===== src/rtl/class_argmax_ctrl_pkg.sv =====
// class_argmax_ctrl_pkg: shared types and constants for the class argmax output stage.
// Contents: FSM state enum, default score width, most-negative score constant and helper.
package class_argmax_ctrl_pkg;
  localparam int FFN_OUT_BITWIDTH = 15;
  localparam int SCORE_W_DEF = FFN_OUT_BITWIDTH + 1;
  typedef enum logic [1:0] {IDLE, SCAN, VALID} state_t;
  function automatic logic [63:0] score_min(input int w);
    return 64'd1 << (w - 1);
  endfunction
  localparam logic [SCORE_W_DEF-1:0] SCORE_MIN = SCORE_W_DEF'(score_min(SCORE_W_DEF));
endpackage


===== src/rtl/class_argmax_ctrl_if.sv =====
// class_argmax_ctrl_if: score/result handshake bundle for class_argmax_ctrl.
// master: drives scores, product_rdy, result_ack; observes the result fields.
// slave:  the argmax stage; samples the inputs, drives class_idx, best_score,
//         margin, result_valid, busy, overrun.
interface class_argmax_ctrl_if
  import class_argmax_ctrl_pkg::*;
#(
  parameter int NUM_CLASSES = 2,
  parameter int SCORE_W = SCORE_W_DEF,
  parameter int IDX_W = (NUM_CLASSES > 2) ? $clog2(NUM_CLASSES) : 1
);
  logic [NUM_CLASSES*SCORE_W-1:0] scores;
  logic product_rdy;
  logic result_ack;
  logic [IDX_W-1:0] class_idx;
  logic [SCORE_W-1:0] best_score;
  logic [SCORE_W-1:0] margin;
  logic result_valid;
  logic busy;
  logic overrun;
  modport master (
    output scores, product_rdy, result_ack,
    input  class_idx, best_score, margin, result_valid, busy, overrun
  );
  modport slave (
    input  scores, product_rdy, result_ack,
    output class_idx, best_score, margin, result_valid, busy, overrun
  );
endinterface


===== src/rtl/class_argmax_ctrl_hex_seg_decode.sv =====
// hex_seg_decode: combinational 4-bit to 7-segment decoder, active-low segments g..a.
// Ports: i_nib (hex digit), o_seg (segments, bit 6 = g, bit 0 = a, 0 = lit).
module hex_seg_decode (
  input  logic [3:0] i_nib,
  output logic [6:0] o_seg
);
  localparam logic [15:0][6:0] SEG_LUT = {
    7'h0E, 7'h06, 7'h21, 7'h46, 7'h03, 7'h08, 7'h10, 7'h00,
    7'h78, 7'h02, 7'h12, 7'h19, 7'h30, 7'h24, 7'h79, 7'h40
  };
  assign o_seg = SEG_LUT[i_nib];
endmodule


===== src/rtl/class_argmax_ctrl.sv =====
// class_argmax_ctrl: snapshots NUM_CLASSES scores and scans them to find winner, score and margin.
// Ports: clock, reset (async active-low), bus (class_argmax_ctrl_if.slave).
// Optional: CLASS_ARGMAX_HEX_EN adds hex0, a registered 7-segment view of class_idx[3:0]
//           (active-low g..a, blank 7'h7F after reset).
module class_argmax_ctrl
  import class_argmax_ctrl_pkg::*;
#(
  parameter int NUM_CLASSES = 2,
  parameter int SCORE_W = SCORE_W_DEF,
  parameter int IDX_W = (NUM_CLASSES > 2) ? $clog2(NUM_CLASSES) : 1
) (
  input  logic clock,
  input  logic reset,
`ifdef CLASS_ARGMAX_HEX_EN
  output logic [6:0] hex0,
`endif
  class_argmax_ctrl_if.slave bus
);
  localparam logic [SCORE_W-1:0] SMIN = SCORE_W'(score_min(SCORE_W));
  state_t r_state;
  logic [NUM_CLASSES-1:0][SCORE_W-1:0] r_snap;
  logic signed [SCORE_W-1:0] r_best, r_second;
  logic [IDX_W-1:0] r_idx, r_ptr, r_class_idx;
  logic [SCORE_W-1:0] r_best_score, r_margin;
  logic r_valid, r_busy, r_overrun;
  logic signed [SCORE_W-1:0] w_s, w_best, w_second;
  logic [IDX_W-1:0] w_idx;
  logic w_gt_best, w_last, w_ack, w_cap, w_drop;
  assign w_s = r_snap[r_ptr];
  assign w_gt_best = w_s > r_best;
  assign w_best = w_gt_best ? w_s : r_best;
  assign w_second = w_gt_best ? r_best : (w_s > r_second ? w_s : r_second);
  assign w_idx = w_gt_best ? r_ptr : r_idx;
  assign w_last = r_ptr == IDX_W'(NUM_CLASSES - 1);
  assign w_ack = r_state == VALID && bus.result_ack;
  // A pulse is accepted in IDLE, or in VALID when the consumer acks in the same cycle.
  assign w_cap = bus.product_rdy && (r_state == IDLE || w_ack);
  assign w_drop = bus.product_rdy && !w_cap;
`ifdef CLASS_ARGMAX_HEX_EN
  logic [6:0] r_hex0, w_hex;
  hex_seg_decode u_hex (.i_nib(4'(w_idx)), .o_seg(w_hex));
  assign hex0 = r_hex0;
`endif
  always_ff @(posedge clock or negedge reset) begin
    if (!reset) begin
      r_state <= IDLE;
      r_snap <= '0;
      r_best <= '0;
      r_second <= '0;
      r_idx <= '0;
      r_ptr <= '0;
      r_class_idx <= '0;
      r_best_score <= '0;
      r_margin <= '0;
      r_valid <= 1'b0;
      r_busy <= 1'b0;
      r_overrun <= 1'b0;
`ifdef CLASS_ARGMAX_HEX_EN
      r_hex0 <= 7'h7F;
`endif
    end else begin
      r_overrun <= w_drop | (r_overrun & ~w_ack);
      if (w_cap) begin
        r_snap <= bus.scores;
        r_best <= bus.scores[SCORE_W-1:0];
        r_second <= SMIN;
        r_idx <= '0;
        r_ptr <= IDX_W'(1);
        r_state <= SCAN;
        r_busy <= 1'b1;
        r_valid <= 1'b0;
      end else if (r_state == SCAN) begin
        r_best <= w_best;
        r_second <= w_second;
        r_idx <= w_idx;
        r_ptr <= r_ptr + 1'b1;
        if (w_last) begin
          r_state <= VALID;
          r_valid <= 1'b1;
          r_class_idx <= w_idx;
          r_best_score <= w_best;
          // best >= second always, so the true difference fits SCORE_W bits unsigned.
          r_margin <= w_best - w_second;
`ifdef CLASS_ARGMAX_HEX_EN
          r_hex0 <= w_hex;
`endif
        end
      end else if (w_ack) begin
        r_state <= IDLE;
        r_valid <= 1'b0;
        r_busy <= 1'b0;
      end
    end
  end
  assign bus.class_idx = r_class_idx;
  assign bus.best_score = r_best_score;
  assign bus.margin = r_margin;
  assign bus.result_valid = r_valid;
  assign bus.busy = r_busy;
  assign bus.overrun = r_overrun;
endmodule


===== src/flat_wrapper.sv =====
// flat-port wrapper written by rule: the top's interface ports become plain ports
module class_argmax_ctrl_flat import class_argmax_ctrl_pkg::*;
#(
  parameter int NUM_CLASSES = 2,
  parameter int SCORE_W = SCORE_W_DEF,
  parameter int IDX_W = (NUM_CLASSES > 2) ? $clog2(NUM_CLASSES) : 1
)
  (clock, reset, bus_scores, bus_product_rdy, bus_result_ack, bus_class_idx, bus_best_score, bus_margin, bus_result_valid, bus_busy, bus_overrun);
  class_argmax_ctrl_if #(.NUM_CLASSES(NUM_CLASSES), .SCORE_W(SCORE_W), .IDX_W(IDX_W)) bus_i ();
  input  logic clock;
  input  logic reset;
  input wire logic [$bits(bus_i.scores)-1:0] bus_scores;
  input wire logic [$bits(bus_i.product_rdy)-1:0] bus_product_rdy;
  input wire logic [$bits(bus_i.result_ack)-1:0] bus_result_ack;
  output wire logic [$bits(bus_i.class_idx)-1:0] bus_class_idx;
  output wire logic [$bits(bus_i.best_score)-1:0] bus_best_score;
  output wire logic [$bits(bus_i.margin)-1:0] bus_margin;
  output wire logic [$bits(bus_i.result_valid)-1:0] bus_result_valid;
  output wire logic [$bits(bus_i.busy)-1:0] bus_busy;
  output wire logic [$bits(bus_i.overrun)-1:0] bus_overrun;
  assign bus_i.scores = bus_scores;
  assign bus_i.product_rdy = bus_product_rdy;
  assign bus_i.result_ack = bus_result_ack;
  assign bus_class_idx = bus_i.class_idx;
  assign bus_best_score = bus_i.best_score;
  assign bus_margin = bus_i.margin;
  assign bus_result_valid = bus_i.result_valid;
  assign bus_busy = bus_i.busy;
  assign bus_overrun = bus_i.overrun;
  class_argmax_ctrl #(.NUM_CLASSES(NUM_CLASSES), .SCORE_W(SCORE_W), .IDX_W(IDX_W)) u_core (.clock(clock), .reset(reset), .bus(bus_i));
endmodule

===== config.mk =====
export PLATFORM = sky130hd
export DESIGN_NAME = class_argmax_ctrl_flat
export DESIGN_NICKNAME = d
export VERILOG_FILES = /design/src/rtl/class_argmax_ctrl_pkg.sv /design/src/rtl/class_argmax_ctrl_if.sv /design/src/rtl/class_argmax_ctrl_hex_seg_decode.sv /design/src/rtl/class_argmax_ctrl.sv /design/src/flat_wrapper.sv
export SDC_FILE = /design/constraint.sdc
export NUM_CORES = 1
export LEC_CHECK = 0
export ABC_AREA = 1
export BUFFER_PORTS_ARGS = -buffer_cell sky130_fd_sc_hd__buf_2
export CORE_AREA = 4 4 117 141
export CTS_CLUSTER_DIAMETER = 40
export DETAILED_ROUTE_END_ITERATION = 6
export DIE_AREA = 0 0 121 145
export GPL_TIMING_DRIVEN = 0
export SETUP_SLACK_MARGIN = 0.2
export SLEW_MARGIN = 25
export SYNTH_ARGS = -nofsm -noshare
export SYNTH_HDL_FRONTEND = slang
export SYNTH_SLANG_ARGS = --single-unit

===== constraint.sdc =====
create_clock -name clock -period 4.8 [get_ports clock]
set_input_delay 0.96 -clock clock [delete_from_list [all_inputs] [get_ports clock]]
set_output_delay 0.96 -clock clock [all_outputs]
set_load 0.1 [all_outputs]

======== Yosys cells after proc, flatten, opt, wreduce, memory -nomap -nowiden ========
Index checks and enable logic that the tools add are counted.
word-level totals
  register bits after elaboration ......... 104
  input bits .............................. 36
  word-level logic and storage cells ...... 62
operators by class
  bitwise operators ....................... 4
  equality and inequality tests ........... 4
  add/sub/neg operators ................... 2
  $lt $le $gt $ge ......................... 3
  reductions and logical operators ........ 12
  muxes and demuxes ....................... 24
operators by type and width
  kind                                                                          count
  16-bit two-way mux                                                            9
  16-bit greater-than comparator                                                2
  16-bit subtractor                                                             1
  1-bit two-way mux                                                             11
  2-bit two-way mux                                                             4
  2-bit AND reduction                                                           2
  2-bit nonzero test                                                            2
  1-bit logical AND                                                             3
  3-bit by 1-bit != test with 1-bit output, second input constant               1
  3-bit AND reduction                                                           1
  3-bit nonzero test                                                            1
  2-bit by 1-bit equality test with 1-bit output, second input constant         1
  2-bit equality test, second input constant                                    1
  2-bit zero test                                                               1
  1-bit by 2-bit less-than comparator with 1-bit output, second input constant  1
  2-bit by 1-bit != test with 1-bit output, second input constant               1
  1-bit inverter                                                                2
  1-bit adder, second input constant                                            1
  1-bit bitwise AND                                                             1
  1-bit zero test                                                               1
  1-bit logical OR                                                              1
  1-bit bitwise OR                                                              1

======== Logic depth before layout (Yosys ltp) ========
  word-level depth ........................ 7
  mapped depth ............................ 35

======== Worst setup path after synthesis ========
Ideal clock, no wire load.
  path type ............................... register -> register
  start point ............................. register u_core.r_ptr
  end point ............................... register u_core.r_margin[15] (netlist: u_core.bus.margin[15])
  cell stages (with the launch flop) ...... 28
  slack ................................... 562 ps
  clock period less this slack ............ 4,238 ps
  data arrival time ....................... 4,119 ps
  path buffers ............................ 6
  cell sequence ........................... dfrtp_1 buf_2 inv_1 clkbuf_1 or2_2 o21ai_0 inv_1 ha_1 nand2_2 nor4_4 nand2_2 nand3_2 nand3_4 buf_6 buf_6 buf_2 buf_2 o21ai_0 ha_1 a21o_1 nand2_1 nand2_1 nand3_1 nand3_2 nand2_1 nand3_1 nand3_1 nand2_1
between the ends
  cells in the longest elaborated chain, start to end .. 6
RTL lines
  item                                                    line                     text
  from (decl)                                             class_argmax_ctrl.sv:23  logic [IDX_W-1:0] r_idx, r_ptr, r_class_idx;
  from (signal assigned)                                  class_argmax_ctrl.sv:76  r_ptr <= r_ptr + 1'b1;
  16-bit two-way mux (implied by the code) (2 in series)  class_argmax_ctrl.sv:29  assign w_s = r_snap[r_ptr];
  16-bit greater-than comparator                          class_argmax_ctrl.sv:32  assign w_second = w_gt_best ? r_best : (w_s > r_second ? w_s : r_second);
  16-bit two-way mux (2 in series)                        class_argmax_ctrl.sv:32
  16-bit subtractor                                       class_argmax_ctrl.sv:83  r_margin <= w_best - w_second;
  to (signal assigned)                                    class_argmax_ctrl.sv:83
  to (decl)                                               class_argmax_ctrl.sv:24  logic [SCORE_W-1:0] r_best_score, r_margin;
Several ways; a longest one is shown, not always the timed one. The select of a mux whose other input is x is not followed.
A chain may end at the register's enable or synchronous reset.

======== Worst setup path after layout ========
  start point ............................. register u_core.r_ptr
  end point ............................... register u_core.r_margin[14] (netlist: u_core.bus.margin[14])
Same word-level chain as after synthesis.

==> flow_metrics.py <==
metrics = {
    "placement": {
        "dp_slack_ns": -0.740,
        "hpwl_um": 15400,
        "place_congestion": 0.888,
        "portBuffers": 71,
    },
    "yosys": {
        "yosysUniqueCellTypes": 39,
        "synth_ff_type": "dfrtp_1",
        "synth_mux_area_frac": 0.00149,
        "synth-simple-area-share": 0.334,
        "synth_nets": 989,
        "syn_inst": 914,
        "synth-xor-area-share": 0.00652,
        "synth_area_per_cell_sq_um": 7.35,
        "synth_compound_area_frac": 0.114,
        "synth_top_area_frac": 0.383,
        "synth.ff_latch_count": 103,
        "synth_edf_count": 0,
        "synth_area_leaders": "dfrtp_1 38%, nand2_1 18%, ha_1 7.1%, inv_1 5.8%, o21ai_0 4.8%",
        "yosysSeqAreaShare": 0.383,
        "syn_area_sq_mm": 0.00672,
        "synth_top_area_cell": "dfrtp_1",
        "async_flop_share": 1.00,
        "synth_top_family_by_area": "simple AND/OR/NAND/NOR gates",
        "yosys_warnings": 0,
        "synthAdderAreaFrac": 0.0737,
    },
    "floorplan": {
        "die_w_um": 121,
        "start_util": 0.447,
        "row_count": 49,
        "core_sq_mm": 0.0150,
        "dieArea_sq_mm": 0.0175,
        "die_h_um": 145,
        "boundaryPins": 72,
    },
    "sta": {
        "finalSetupTns_ns": 0,
        "rsz0062_at_grt": "yes",
        "max-slew-margin-rel": 0.302,
        "fin_skew_ns": 0.00882,
        "worst_pin_slew_ns": 1.04,
        "finalWorstPathRequiredPeriod_ns": 4.40,
        "fin_ws_ns": 0.403,
        "fmax_mhz": 227,
        "hold_viol": 0,
        "report.final.slew_viol_count": 0,
        "final-setup-viol-count": 0,
        "post-route-period-util": 0.916,
    },
    "worst_setup_path": {
        "cpPeakStageDelay_ns": 0.35,
        "required_ns": 5.05,
        "critPathLaunchType": "flop",
        "path_class": "reg2reg",
        "crit_arrival_ns": 4.65,
        "path_buf_inv": 10,
        "cp_top_family": "simple AND/OR/NAND/NOR gates",
        "crit_path_frequent_cell": "nand2_1",
        "r2r_start": "u_core.r_ptr",
        "crit_path_end_kind": "flop",
        "crit_slowest_cell": "nor4_4",
        "critPathMaxFanout": 10,
        "timing.critical_path.from": "u_core.r_ptr",
    },
    "routing": {
        "drtIter0Drc": 369,
        "drc": 0,
        "vias": 6394,
        "routed_wl_um": 19900,
        "avgRoutedWirePerCell_um": 16.1,
        "firstDrtPassIters": 5,
        "avgViaCountPerCell": 5.19,
        "antenna_left": 0,
    },
    "cells_and_area": {
        "drive_gt1_frac": 0.245,
        "nNetsFinal": 1098,
        "syn2layout_area_growth_pct": 22.6,
        "diodes": 0,
    },
    "global_route": {
        "grt_pass1_wl_um": 31800,
        "antenna_found_initial": 0,
        "grt_usage": 0.227,
        "overflow": 0,
        "grt_pass1_vias": 6086,
        "grt_max_degree": 61,
    },
    "status": {
        "status": "finished, final reports clean",
    },
    "clock_network": {
        "clk_latency_ns": 0.36,
        "clk_pin_slew_ns": 0.08,
        "numCtsBuffers": 9,
        "h-tree-depth": 3,
        "clockRootBuffer": "clkbuf_16",
        "cts.sinks": 103,
        "clockBufferDepth": 2,
        "cts_tree": "done",
    },
    "run": {
        "max-cap-violations": 0,
    },
    "hold_path": {
        "hp-start": "u_core.r_snap[31]",
        "hp-class": "reg2reg",
    },
    "power": {
        "vdd_drop_max_mv": 0.157,
        "powerDensity_mw_per_mm2": 203,
        "power.leakage_nw": 4.70,
    },
}
## routing by layer
| metal | share of wire | wire [um] | GRT usage | vias up |
|---|---|---|---|---|
| met5 | 0 | 0 | 0 | - |
| met4 | 0.037 | 727 | 0.0941 | 0 |
| met2 | 0.48 | 9540 | 0.374 | 163 |
| li1 | - | - | - | 3231 |
| met3 | 0.040 | 792 | 0.0350 | 40 |
| met1 | 0.44 | 8830 | 0.297 | 2960 |
## cell type report
class                           count  area, sq um
Sequential cell                   103         2580
Inverter                          106          398
Clock inverter                      7         78.8
Clock buffer                        9          225
Timing Repair Buffer               98          584
Buffer                             38          250
Multi-Input combinational cell    667         3870
Fill cell                        1527         6780
Tap cell                          204          255
## stage by stage
step           cell area [sq um]  total power, W  instances  utilization  hold slack (ns)
2_1_floorplan               6720        0.000889        914            -            0.434
3_3_place_gp                7330        0.000921       1189        0.488            0.447
3_5_place_dp                7370        0.000925       1190        0.490            0.451
4_1_cts                     7840         0.00169       1209        0.522            0.471
5_1_grt                     8240         0.00173       1232        0.549            0.495
6_report                    8240         0.00167       1232        0.549            0.466
## timing repair
item / 4_1_cts / 5_1_grt
hold buffers: 0 / 0
pin swaps: 4 / 10
setup endpoints to repair: 15 / 13
resized for setup: 53 / 65
buffers inserted: 3 / 23
## synthesized netlist by cell type (3+ instances only)
library cell and n:
or2_2 15, buf_6 3, nand4_1 35, nand3_2 15
o221ai_1 16, nand3_1 58, o22ai_1 9, o211ai_1 5
nand2_1 316, a21oi_1 27, nor2_1 22, nand2_2 18
clkbuf_1 25, dfrtp_1 103, ha_1 38, xnor2_1 3
o21ai_0 65, inv_1 103, buf_2 7, nor2_2 5
## sequential cells by signal, indices dropped and copies added, names as in the netlist, 2 cells and up
| signal | count |
|---|---|
| u_core.r_snap | 32 |
| u_core.r_best | 16 |
| u_core.r_state | 2 |
| u_core.r_second | 16 |
| u_core.bus.margin | 16 |
| u_core.bus.best_score | 16 |
## tightest hold or removal path, stage by stage, from the launching register on
cell,delay [ns]
dfrtp_1,0.34
nand2_1,0.05
nand2_1,0.04
## report_power, final
part / internal [W] / switching (W) / leakage (nW)
clock network: 0.000410 / 0.000356 / 0.144
registers: 0.000867 / 0.000000235 / 1.25
logic: 0.0000133 / 0.0000248 / 3.31
## placed cells by master (no fill, tap or decap), types with 7 or more instances in the layout
cell       synthesis  layout
ha_4               0       7
or2_2             15      15
buf_2              7      73
a21oi_2            2       7
a21oi_1           27      22
o21ai_2            0      11
dfrtp_1          103     103
nand2_2           18      29
nand3_2           15      16
buf_4              1      29
inv_1            103      94
nand2_1          316     304
o22ai_1            9       9
o21ai_0           65      44
o221ai_1          16      16
nor2_2             5       9
clkbuf_16          0       9
ha_1              38      30
nor2_1            22      17
inv_2              2      11
nand3_1           58      53
nand4_1           35      35
clkbuf_1          25      21
## cell families after synthesis
group | after synthesis
and+or+nand+nor | 491
xor gates and xnor gates | 5
buffers and inverters | 144
muxes | 1
DFF | 103
adders and majority gates | 39
AOI/OAI and AO/OA | 131
## final timing paths
kind                                              end  slack, ns  cells after the start
min in group asynchronous        u_core.bus.margin[6]       0.51                      1
worst max-delay path            u_core.bus.margin[14]       0.40                     30
worst min-delay path                u_core.r_snap[31]       0.47                      2
max in group asynchronous          u_core.r_second[4]       3.63                      2
worst max register to register  u_core.bus.margin[14]       0.40                     30
worst min register to register      u_core.r_snap[31]       0.47                      2
Note: power is estimated with default switching activity, not from simulation.
